[src/rtl/cpu_pkg.sv]
// Shared constants for the 16-bit pipeline.
package cpu_pkg;

  localparam int DATA_W   = 16;
  localparam int REG_W    = 4;
  localparam int NUM_REGS = 16;
  localparam int OP_W     = 4;
  localparam int IMM_W    = 8;

  // R0 reads as zero and is never tracked as an outstanding write.
  localparam logic [REG_W-1:0] R0 = '0;

  // True when a committing writeback targets a real register equal to idx.
  function automatic logic wb_hit(input logic             valid,
                                  input logic [REG_W-1:0] wb_idx,
                                  input logic [REG_W-1:0] idx);
    return valid && (wb_idx == idx) && (idx != R0);
  endfunction

endpackage

[src/rtl/opfetch_scoreboard.sv]
// Pending-write mask for the operand-fetch stage: one bit per register,
// set when a writing instruction is accepted, cleared on writeback or when
// the instruction holding it is flushed.
module opfetch_scoreboard
  import cpu_pkg::*;
#(
  parameter int REG_W = cpu_pkg::REG_W
) (
  input  logic                  clk,
  input  logic                  rst,
  input  logic                  set_en,
  input  logic [REG_W-1:0]      set_idx,
  input  logic                  clr_en,
  input  logic [REG_W-1:0]      clr_idx,
  input  logic                  fl_en,
  input  logic [REG_W-1:0]      fl_idx,
  input  logic [REG_W-1:0]      q1_idx,
  input  logic [REG_W-1:0]      q2_idx,
  input  logic [REG_W-1:0]      q3_idx,
  output logic                  q1_pend,
  output logic                  q2_pend,
  output logic                  q3_pend,
  output logic [2**REG_W-1:0]   pending
);

  localparam int NUM = 2**REG_W;

  logic [NUM-1:0] pending_next;

  // Next mask: writeback clear, then accept set (set wins), then flush clear last.
  always_comb begin
    // NOTE: every variable assigned in always_comb gets a default first so no latch is inferred.
    pending_next = pending;
    if (clr_en) pending_next[clr_idx] = 1'b0;
    if (set_en) pending_next[set_idx] = 1'b1;
    if (fl_en)  pending_next[fl_idx]  = 1'b0;
    pending_next[0] = 1'b0;
  end

  // Mask register; cleared immediately on reset.
  always_ff @(posedge clk or posedge rst) begin
    // NOTE: sequential state uses non-blocking assignments so every flop samples pre-edge values.
    if (rst) pending <= '0;
    else     pending <= pending_next;
  end

  assign q1_pend = pending[q1_idx];
  assign q2_pend = pending[q2_idx];
  assign q3_pend = pending[q3_idx];

endmodule

[src/rtl/operand_fetch.sv]
// Operand-fetch stage: reads the register file, bypasses a same-cycle
// writeback, stalls decode on RAW/WAW hazards and registers operands into a
// valid/ready output register for execute.
module operand_fetch
  import cpu_pkg::*;
#(
  parameter int DATA_W = cpu_pkg::DATA_W,
  parameter int REG_W  = cpu_pkg::REG_W
) (
  input  logic                 clk,
  input  logic                 rst,
  input  logic                 in_valid,
  output logic                 in_ready,
  input  logic [REG_W-1:0]     in_rs1,
  input  logic [REG_W-1:0]     in_rs2,
  input  logic [REG_W-1:0]     in_rd,
  input  logic                 in_wr,
  input  logic [OP_W-1:0]      in_op,
  input  logic [IMM_W-1:0]     in_imm,
  output logic [REG_W-1:0]     rf_src1,
  output logic [REG_W-1:0]     rf_src2,
  input  logic [DATA_W-1:0]    rf_data1,
  input  logic [DATA_W-1:0]    rf_data2,
  input  logic                 wb_valid,
  input  logic [REG_W-1:0]     wb_rd,
  input  logic [DATA_W-1:0]    wb_data,
  input  logic                 flush,
  output logic                 out_valid,
  input  logic                 out_ready,
  output logic [DATA_W-1:0]    out_a,
  output logic [DATA_W-1:0]    out_b,
  output logic [REG_W-1:0]     out_rd,
  output logic                 out_wr,
  output logic [OP_W-1:0]      out_op,
  output logic [IMM_W-1:0]     out_imm,
  output logic [15:0]          stall_count
);

  logic              byp1, byp2, wb_clr_rd;
  logic              pend1, pend2, pend_rd;
  logic              hazard, accept;
  logic [DATA_W-1:0] opnd_a, opnd_b;
  logic [2**REG_W-1:0] pending;

  assign rf_src1 = in_rs1;
  assign rf_src2 = in_rs2;

  assign byp1      = wb_hit(wb_valid, wb_rd, in_rs1);
  assign byp2      = wb_hit(wb_valid, wb_rd, in_rs2);
  assign wb_clr_rd = wb_hit(wb_valid, wb_rd, in_rd);

  // Operand select: R0 is zero, then writeback bypass, then register file.
  always_comb begin
    opnd_a = rf_data1;
    opnd_b = rf_data2;
    if (in_rs1 == R0)  opnd_a = '0;
    else if (byp1)     opnd_a = wb_data;
    if (in_rs2 == R0)  opnd_b = '0;
    else if (byp2)     opnd_b = wb_data;
  end

  // A pending source is fine if its writeback lands this cycle; R0 is never pending.
  assign hazard = in_valid &&
                  ((pend1 && !byp1) ||
                   (pend2 && !byp2) ||
                   (in_wr && (in_rd != R0) && pend_rd && !wb_clr_rd));

  assign in_ready = (!out_valid || out_ready) && !hazard && !flush;
  assign accept   = in_valid && in_ready;

  opfetch_scoreboard #(.REG_W(REG_W)) u_scoreboard (
    .clk     (clk),
    .rst     (rst),
    .set_en  (accept && in_wr && (in_rd != R0)),
    .set_idx (in_rd),
    .clr_en  (wb_valid),
    .clr_idx (wb_rd),
    .fl_en   (flush && out_valid && out_wr && (out_rd != R0)),
    .fl_idx  (out_rd),
    .q1_idx  (in_rs1),
    .q2_idx  (in_rs2),
    .q3_idx  (in_rd),
    .q1_pend (pend1),
    .q2_pend (pend2),
    .q3_pend (pend_rd),
    .pending (pending)
  );

  // Output pipeline register: flush drops, accept loads, drain clears valid, else hold.
  always_ff @(posedge clk or posedge rst) begin
    if (rst) begin
      out_valid <= 1'b0;
      out_a     <= '0;
      out_b     <= '0;
      out_rd    <= '0;
      out_wr    <= 1'b0;
      out_op    <= '0;
      out_imm   <= '0;
    end else if (flush) begin
      out_valid <= 1'b0;
    end else if (accept) begin
      out_valid <= 1'b1;
      out_a     <= opnd_a;
      out_b     <= opnd_b;
      out_rd    <= in_rd;
      out_wr    <= in_wr;
      out_op    <= in_op;
      out_imm   <= in_imm;
    end else if (out_ready) begin
      out_valid <= 1'b0;
    end
  end

  // Saturating count of cycles in which decode is held by a hazard.
  always_ff @(posedge clk or posedge rst) begin
    if (rst)                                  stall_count <= '0;
    else if (hazard && stall_count != 16'hFFFF) stall_count <= stall_count + 16'd1;
  end

endmodule

[config.mk]
export PLATFORM = sky130hd
export DESIGN_NAME = operand_fetch
export DESIGN_NICKNAME = d
export VERILOG_FILES = /design/src/rtl/cpu_pkg.sv /design/src/rtl/opfetch_scoreboard.sv /design/src/rtl/operand_fetch.sv
export SDC_FILE = /design/constraint.sdc
export NUM_CORES = 1
export LEC_CHECK = 0
export BUFFER_PORTS_ARGS = -buffer_cell sky130_fd_sc_hd__buf_4
export CAP_MARGIN = 20
export CELL_PAD_IN_SITES_DETAIL_PLACEMENT = 0
export CELL_PAD_IN_SITES_GLOBAL_PLACEMENT = 1
export CORE_AREA = 2 2 123 101
export CTS_CLUSTER_DIAMETER = 50
export DETAILED_ROUTE_END_ITERATION = 10
export DIE_AREA = 0 0 125 103
export PLACE_DENSITY_LB_ADDON = 0.1
export SYNTH_ARGS = -nofsm -noshare
export SYNTH_HDL_FRONTEND = slang
export SYNTH_SLANG_ARGS = --single-unit
[constraint.sdc]
create_clock -name clk -period 4.65 [get_ports clk]
set_input_delay 0.93 -clock clk [delete_from_list [all_inputs] [get_ports clk]]
set_output_delay 0.93 -clock clk [all_outputs]
set_load 0.01 [all_outputs]
==> metrics, run 1 <==
outcome complete, no violations; RSZ-0062 raised after global routing no; Crit path largest cell delay roughly 0.36 ns; Final Max Slew Viols 0; crit path DAT 2.70 ns; final setup skew roughly 0.007 ns; initial core utilization 0.403; Avg Cell Area, Syn ~11 µm²; Slew HR 0.379; final setup TNS 0 ns; GPL Wtd Cong just over 0.9; Max-Cap Viols 0; vias in the first global route 3966; final setup vio count 0; CP Launch Type input pin; slowest CP cell mux2_1; CTS Root Cell clkbuf_16; register area share after synthesis 0.426; core area between 10000 and 15000 µm²; Synth Register Bits 81; HP Class reg -> reg; VDD IR max 0.206 mV; Crit. End Element output pin; Finished Core Util 0.532; Worst-Skew Late Latency between 0.3 and 0.4 ns; Worst EP required 3.72 ns; clock sink count between 80 and 90; Setup Fix Bufs, Post-CTS 0; Final #Nets 657; CTS max path bufs 2; Fin Hold WS 0.490 ns; Routed WL 13.8 mm; critical-path cell list buf_4 > mux2_1 > a221oi_1 > o32ai_1 > nand2_1 > buf_4 > a21oi_1 > nor3_1 > buf_4; Peak Freq 275 MHz; Top FF cell, synth dfrtp_1; Final ANT Viol Nets 0; total CTS buffers 9; post-synth cell types 47; Crit Path Max Fanout 20; crit path time final 3.63 ns; most used cell, CP buf_4; Buf/Inv on CP 3; IO Port Bufs about 160; GRT Total Usage 0.213; die area ~13000 µm²; clock-pin slew on the worst setup and hold paths around 0.06 ns; cts repair resizes 0; GRT Residual Overflow 0; Final Cycle Share 0.781; initial antenna violation count 0; Routed WL per cell about 19 µm; routed via count 4022; # IOs 158; pwr dens between 400 and 500 nW/µm²; Mapped Cells 435; cell leakage power ~0.0030 µW; first-pass iteration count of the detailed router 8; Post-synth EDFFs 0; pin count of the biggest net entering global routing between 50 and 60; Chip Height roughly 100 µm; Hold Buf Count CTS 0; fraction of layout cells with a size suffix above 1 0.349; vias per std cell about 5.5; CTS tree built; Synth warnings 0; ys async rst share 1.00; P&R area growth vs syn 32.0%; Die X around 130 µm; critical setup path kind in -> out; Post-Syn Nets just over 500; Residual DRC 0; Mapped Area between 4000 and 5000 µm²; row count 36; slew at the pin with the worst max-slew slack 0.931 ns; n_diodes 0; Fill cells 1067; DP Wirelength 10.0 mm; Crit path max-delay family compound AO/OA/AOI/OAI gates; first-pass GRT wire length roughly 21 mm; Total Power between 2000 and 3000 µW; First DRT Iteration DRCs 240; Hold Violations, Final 0; CTS HTree Levels 3
[state kept, by name, summed over array words and instances (netlist names)]
name and cells:
out_wr 1, out_op 4, out_a 16, stall_count 16, out_imm 8, out_rd 4
out_b 16, u_scoreboard.pending 15, out_valid 1
[kinds of logic after synthesis]
logic type      share of synthesized area
fa+ha+maj                         0.00263
mux                                 0.252
simple gates                        0.124
buf+inv                            0.0531
flops                               0.426
compound gates                     0.0968
xor+xnor                           0.0460
[cell usage after synthesis (6+ instances only)]
| master | instances | area [µm²] |
|---|---|---|
| nand2_1 | 18 | 67.6 |
| a31oi_1 | 8 | 50.1 |
| mux4_2 | 8 | 180 |
| a22oi_1 | 11 | 82.6 |
| buf_4 | 13 | 97.6 |
| xnor2_1 | 7 | 61.3 |
| clkbuf_1 | 13 | 48.8 |
| and3_1 | 6 | 37.5 |
| mux2_1 | 53 | 597 |
| nor2_1 | 40 | 150 |
| nand3_1 | 10 | 50.1 |
| mux2i_1 | 42 | 420 |
| inv_1 | 8 | 30.0 |
| buf_2 | 10 | 50.1 |
| nor3_1 | 6 | 30.0 |
| o21ai_0 | 7 | 35.0 |
| nand4_1 | 18 | 113 |
| dfrtp_1 | 81 | 2030 |
| xor2_1 | 18 | 158 |
| o31ai_1 | 6 | 45.0 |
| nor2b_1 | 7 | 43.8 |
[report_power, final]
group          internal (µW)  total [µW]  switching, µW
clock                    377         672            295
sequential               897        1060            168
combinational            441         825            384
[cell usage in the layout, fill, tap and decap left out, types with 2 or more instances in the layout]
cell and count:
mux2_1 53, nand2b_1 3, nor4_2 2, o21ai_0 7, nand3_1 9, o41ai_1 4, buf_4 166, a22oi_1 11
a311oi_2 3, nor2b_1 7, mux4_2 8, nand4_1 18, a31oi_1 8, xor2_1 18, nor3b_1 2, xnor2_1 7
nand2_1 18, and2_1 2, nor3_1 6, a211oi_1 2, nor2_1 40, dfrtp_1 81, clkinv_2 4, clkbuf_16 9
inv_1 7, clkinv_4 2, o31ai_1 6, and3_1 6, a21oi_1 2, mux2i_1 42, a32oi_1 4, nor4_1 2
[per-stage QoR]
step                cells  instance area (µm²)  worst slack [ns]
floorplan             435                 4760             0.996
global placement      714                 6000              1.13
detailed placement    714                 6000              1.07
CTS                   730                 6280              1.07
global route          730                 6280             0.895
finish                730                 6280              1.02
[routing by layer]
metal / up-vias / GRT usage / wire (µm)
met5: - / 0 / 0
met2: 173 / 0.338 / 6370
li1: 1875 / - / -
met4: 0 / 0.0573 / 161
met1: 1953 / 0.278 / 6020
met3: 21 / 0.0789 / 1210
[path summary, 6_finish.rpt]
path	cells past startpoint	start	to	slack [ns]
min in group asynchronous	2	rst	out_imm[2]$_DFFE_PP0P_	0.75
min reg2reg	1	stall_count[8]$_DFFE_PP0P_	stall_count[8]$_DFFE_PP0P_	0.49
max in group asynchronous	3	rst	out_imm[5]$_DFFE_PP0P_	2.97
max reg2reg	8	u_scoreboard.pending[5]$_DFF_PP0_	out_rd[1]$_DFFE_PP0P_	1.99
min	1	stall_count[8]$_DFFE_PP0P_	stall_count[8]$_DFFE_PP0P_	0.49
max	9	in_rs2[2]	in_ready	1.02
[area by class of cell]
| type | instances | area, µm² | share of cell area |
|---|---|---|---|
| Tap cell | 152 | 190 | 0.0303 |
| Inverter | 8 | 31.3 | 0.00498 |
| Timing Repair Buffer | 166 | 1250 | 0.198 |
| Multi-Input combinational cell | 307 | 2510 | 0.399 |
| Clock inverter | 6 | 41.3 | 0.00657 |
| Clock buffer | 10 | 239 | 0.0380 |
| Sequential cell | 81 | 2030 | 0.323 |
Power figures use the tool's default switching activity.
==> run 2, diff against run 1 <==
Settings changed: ABC_AREA from default to 1, CORE_AREA 2 2 123 101 to 2 2 132 109, DIE_AREA 0 0 125 103 to 0 0 134 111.
Clock period 4.65 ns to 3.6 ns, I/O delays scaled along.
==> run 2 against run 1 <==
Net effect:
- total power rose by 28%
- utilization down 6.5 points
- first-iteration DRC count is 69% higher
- largest power group unchanged
- critical path type unchanged
==> metrics, run 2 <==
outcome complete, no violations; worst r2r src u_scoreboard.pending[6]$_DFF_PP0_; synth top area cells dfrtp_1 (42%), nand2_1 (16%), nor2_1 (6.8%), nand3_1 (6.3%), o31ai_1 (5.8%); clock-pin slew on the worst setup and hold paths 0.06 ns (about the same); final setup vio count 0 (unchanged); commonest non-fill, non-tap cell in the layout nand2_1; Hold Buf Count CTS 0 (unchanged); Synth warnings 0 (unchanged); post-synth top area share 0.423 (-0.00289); pin count of the biggest net entering global routing 51 (-3.8%); Largest regs out_a (16), out_b (16), stall_count (16); CTS HTree Levels 3 (unchanged); Fin Hold WS 0.482 ns (-0.00789 ns); critical setup path kind in -> out; Residual DRC 0 (unchanged); clock sink count 81 (unchanged); Total Power 3290 µW (+28%); Crit. End Element output pin; cts repair resizes 0 (unchanged); core area 13700 µm² (+16%); total CTS buffers 9 (unchanged); GPL Wtd Cong 0.938 (+2.4%); Post-synth EDFFs 0 (unchanged); most used cell, CP nand2_1; cell leakage power 0.00322 µW (+7.9%); VDD IR max 0.309 mV (+50%); post-synth cell types 30 (-36%); critical-path cell list buf_4 > inv_2 > nor2_1 > nand2_1 > nand3_1 > nand2_1 > nand2_1 > nor2_1 > nor2_1 > nor2_4 > nand2_1 > nand2_1 > inv_2 > nor3_1 > buf_4; Setup Fix Bufs, Post-CTS 0 (unchanged); Worst EP required 2.88 ns (-0.84 ns); most common cell in the synthesized netlist nand2_1; Top FF cell, synth dfrtp_1; CTS tree built; P&R area growth vs syn 33.7%; final setup skew 0.00560 ns (-0.00124 ns); IO Port Bufs 157 (unchanged); Mapped Cells 672 (+54%); pwr dens 513 nW/µm² (+26%); Crit Path Max Fanout 13 (-35%); vias per std cell 4.99 (-9.4%); Slew HR 0.387 (+0.00721); die area 14900 µm² (+16%); Post-Syn Nets 756 (+46%); Peak Freq roughly 320 MHz; Routed WL 15.6 mm (+13%); routed via count 5021 (+25%); Buf/Inv on CP 4 (+1); CP Launch Type input pin; Die X 134 µm (+7.2%); Chip Height 111 µm (+7.8%); crit path time final slightly above 3 ns; initial antenna violation count 0 (unchanged); HP Class reg -> reg; Fill cells 1395 (+31%); final setup TNS 0 ns (unchanged); Max-Cap Viols 0 (unchanged); row count 39 (+8.3%); crit path DAT 2.40 ns (-0.30 ns); vias in the first global route 4799 (+21%); Hold Violations, Final 0 (unchanged); Crit path max-delay family simple AND/OR/NAND/NOR gates; RR Endpoint u_scoreboard.pending[14]$_DFF_PP0_; slew at the pin with the worst max-slew slack 0.919 ns (-0.0119 ns); Hold Crit Endpoint out_a[3]$_DFFE_PP0P_; RSZ-0062 raised after global routing no; ys async rst share 1.00 (unchanged); Final Cycle Share 0.866; reg2reg path depth 11 (+3); initial core utilization 0.349 (-0.0538); DP Wirelength 11.9 mm (+19%); multi-input logic area 2390 µm² (-4.5%); Final ANT Viol Nets 0 (unchanged); Yosys top cell by area dfrtp_1; Routed WL per cell 15.5 µm (-18%); dpl ws 0.520 ns (-0.546 ns); Mapped Area 4790 µm² (+0.68%); fraction of layout cells with a size suffix above 1 0.243 (-0.106); register area share after synthesis 0.423 (-0.00289); GRT Total Usage 0.215 (+0.00228); Worst-Skew Late Latency 0.35 ns (about the same); FF+latch area 2030 µm² (unchanged); Final #Nets 901 (+37%); placed instance area 6110 µm² (+1.8%); leading cell types in the layout, fill and taps excluded nand2_1 (200), buf_4 (165), nor2_1 (87); R2R Setup Slk 1.13 ns (-0.86 ns); CTS Root Cell clkbuf_16; Min-Delay Path Depth 2 (+1); first-pass GRT wire length 25.2 mm (+18%); Hold Path Origin out_a[3]$_DFFE_PP0P_; first-pass iteration count of the detailed router 4 (-4); Final Max Slew Viols 0 (unchanged); n_diodes 0 (unchanged); Crit path largest cell delay 0.30 ns (-0.06 ns); final worst slack 0.481 ns (-0.537 ns); Synth Register Bits 81 (unchanged); design area 6410 µm² (+2.0%); CTS max path bufs 2 (unchanged); GRT Residual Overflow 0 (unchanged); slowest CP cell nor2_1; First DRT Iteration DRCs 405 (+69%); Avg Cell Area, Syn 7.13 µm² (-35%); synth cell count leaders nand2_1 (200), nor2_1 (87), dfrtp_1 (81); # IOs 158 (unchanged)
-- run 2: power breakdown --
part | switching [µW] | total, µW | leakage [µW] | internal (µW)
combinational | 545 | 1030 | 0.00203 | 489
clock | 389 | 947 | 0.000143 | 559
sequential | 181 | 1310 | 0.00104 | 1130
total | 1120 | 3290 | 0.00322 | 2170
-- run 2: layout make-up --
class,instances,share of cell area
timing repair buffer,166,0.196
tap,184,0.0359
inverter,53,0.0312
multi-input combinational,506,0.374
clock inverter,4,0.00801
clock buffer,12,0.0385
sequential,81,0.316
-- run 2: worst reg2reg max path, cell delays in order, from the launching register on --
cell,delay (ns)
dfrtp_1,0.46
nor2_1,0.14
nor2_1,0.04
o21ai_0,0.06
nand2_1,0.08
nand2_1,0.07
nand3_1,0.07
nand3_1,0.21
nand4_4,0.41
nor2_4,0.44
nand3_1,0.12
a21oi_1,0.24
-- run 2: cell families after synthesis --
group | after synthesis | synth area share
XOR/XNOR | 15 | 0.0274
flip-flops | 81 | 0.423
AND/OR/NAND/NOR | 374 | 0.327
buffers and inverters | 85 | 0.0773
adder cells (fa/ha/maj) | 1 | 0.00261
AO/OA/AOI/OAI | 116 | 0.142
-- run 2: metrics by stage --
step | utilization | cells
CTS | 0.467 | 1006
floorplan | - | 672
finish | 0.467 | 1006
global placement | 0.446 | 990
global route | 0.467 | 1006
detailed placement | 0.446 | 990
-- run 2: worst max-delay path by stage --
stage                   start       end  slack, ns  depth (start not counted)
global placement     in_rd[0]  in_ready       0.58                         15
global route         in_rd[0]  in_ready       0.32                         15
finish               in_rd[0]  in_ready       0.48                         15
CTS                  in_rd[0]  in_ready       0.51                         15
floorplan           in_rs1[0]  in_ready       0.79                         13
detailed placement   in_rd[0]  in_ready       0.52                         15
-- run 2: per-layer routing --
metal | track usage | wire length (µm)
met1 | 0.302 | 7120
met2 | 0.318 | 6790
met3 | 0.0832 | 1550
met4 | 0.0397 | 150
met5 | 0 | 0
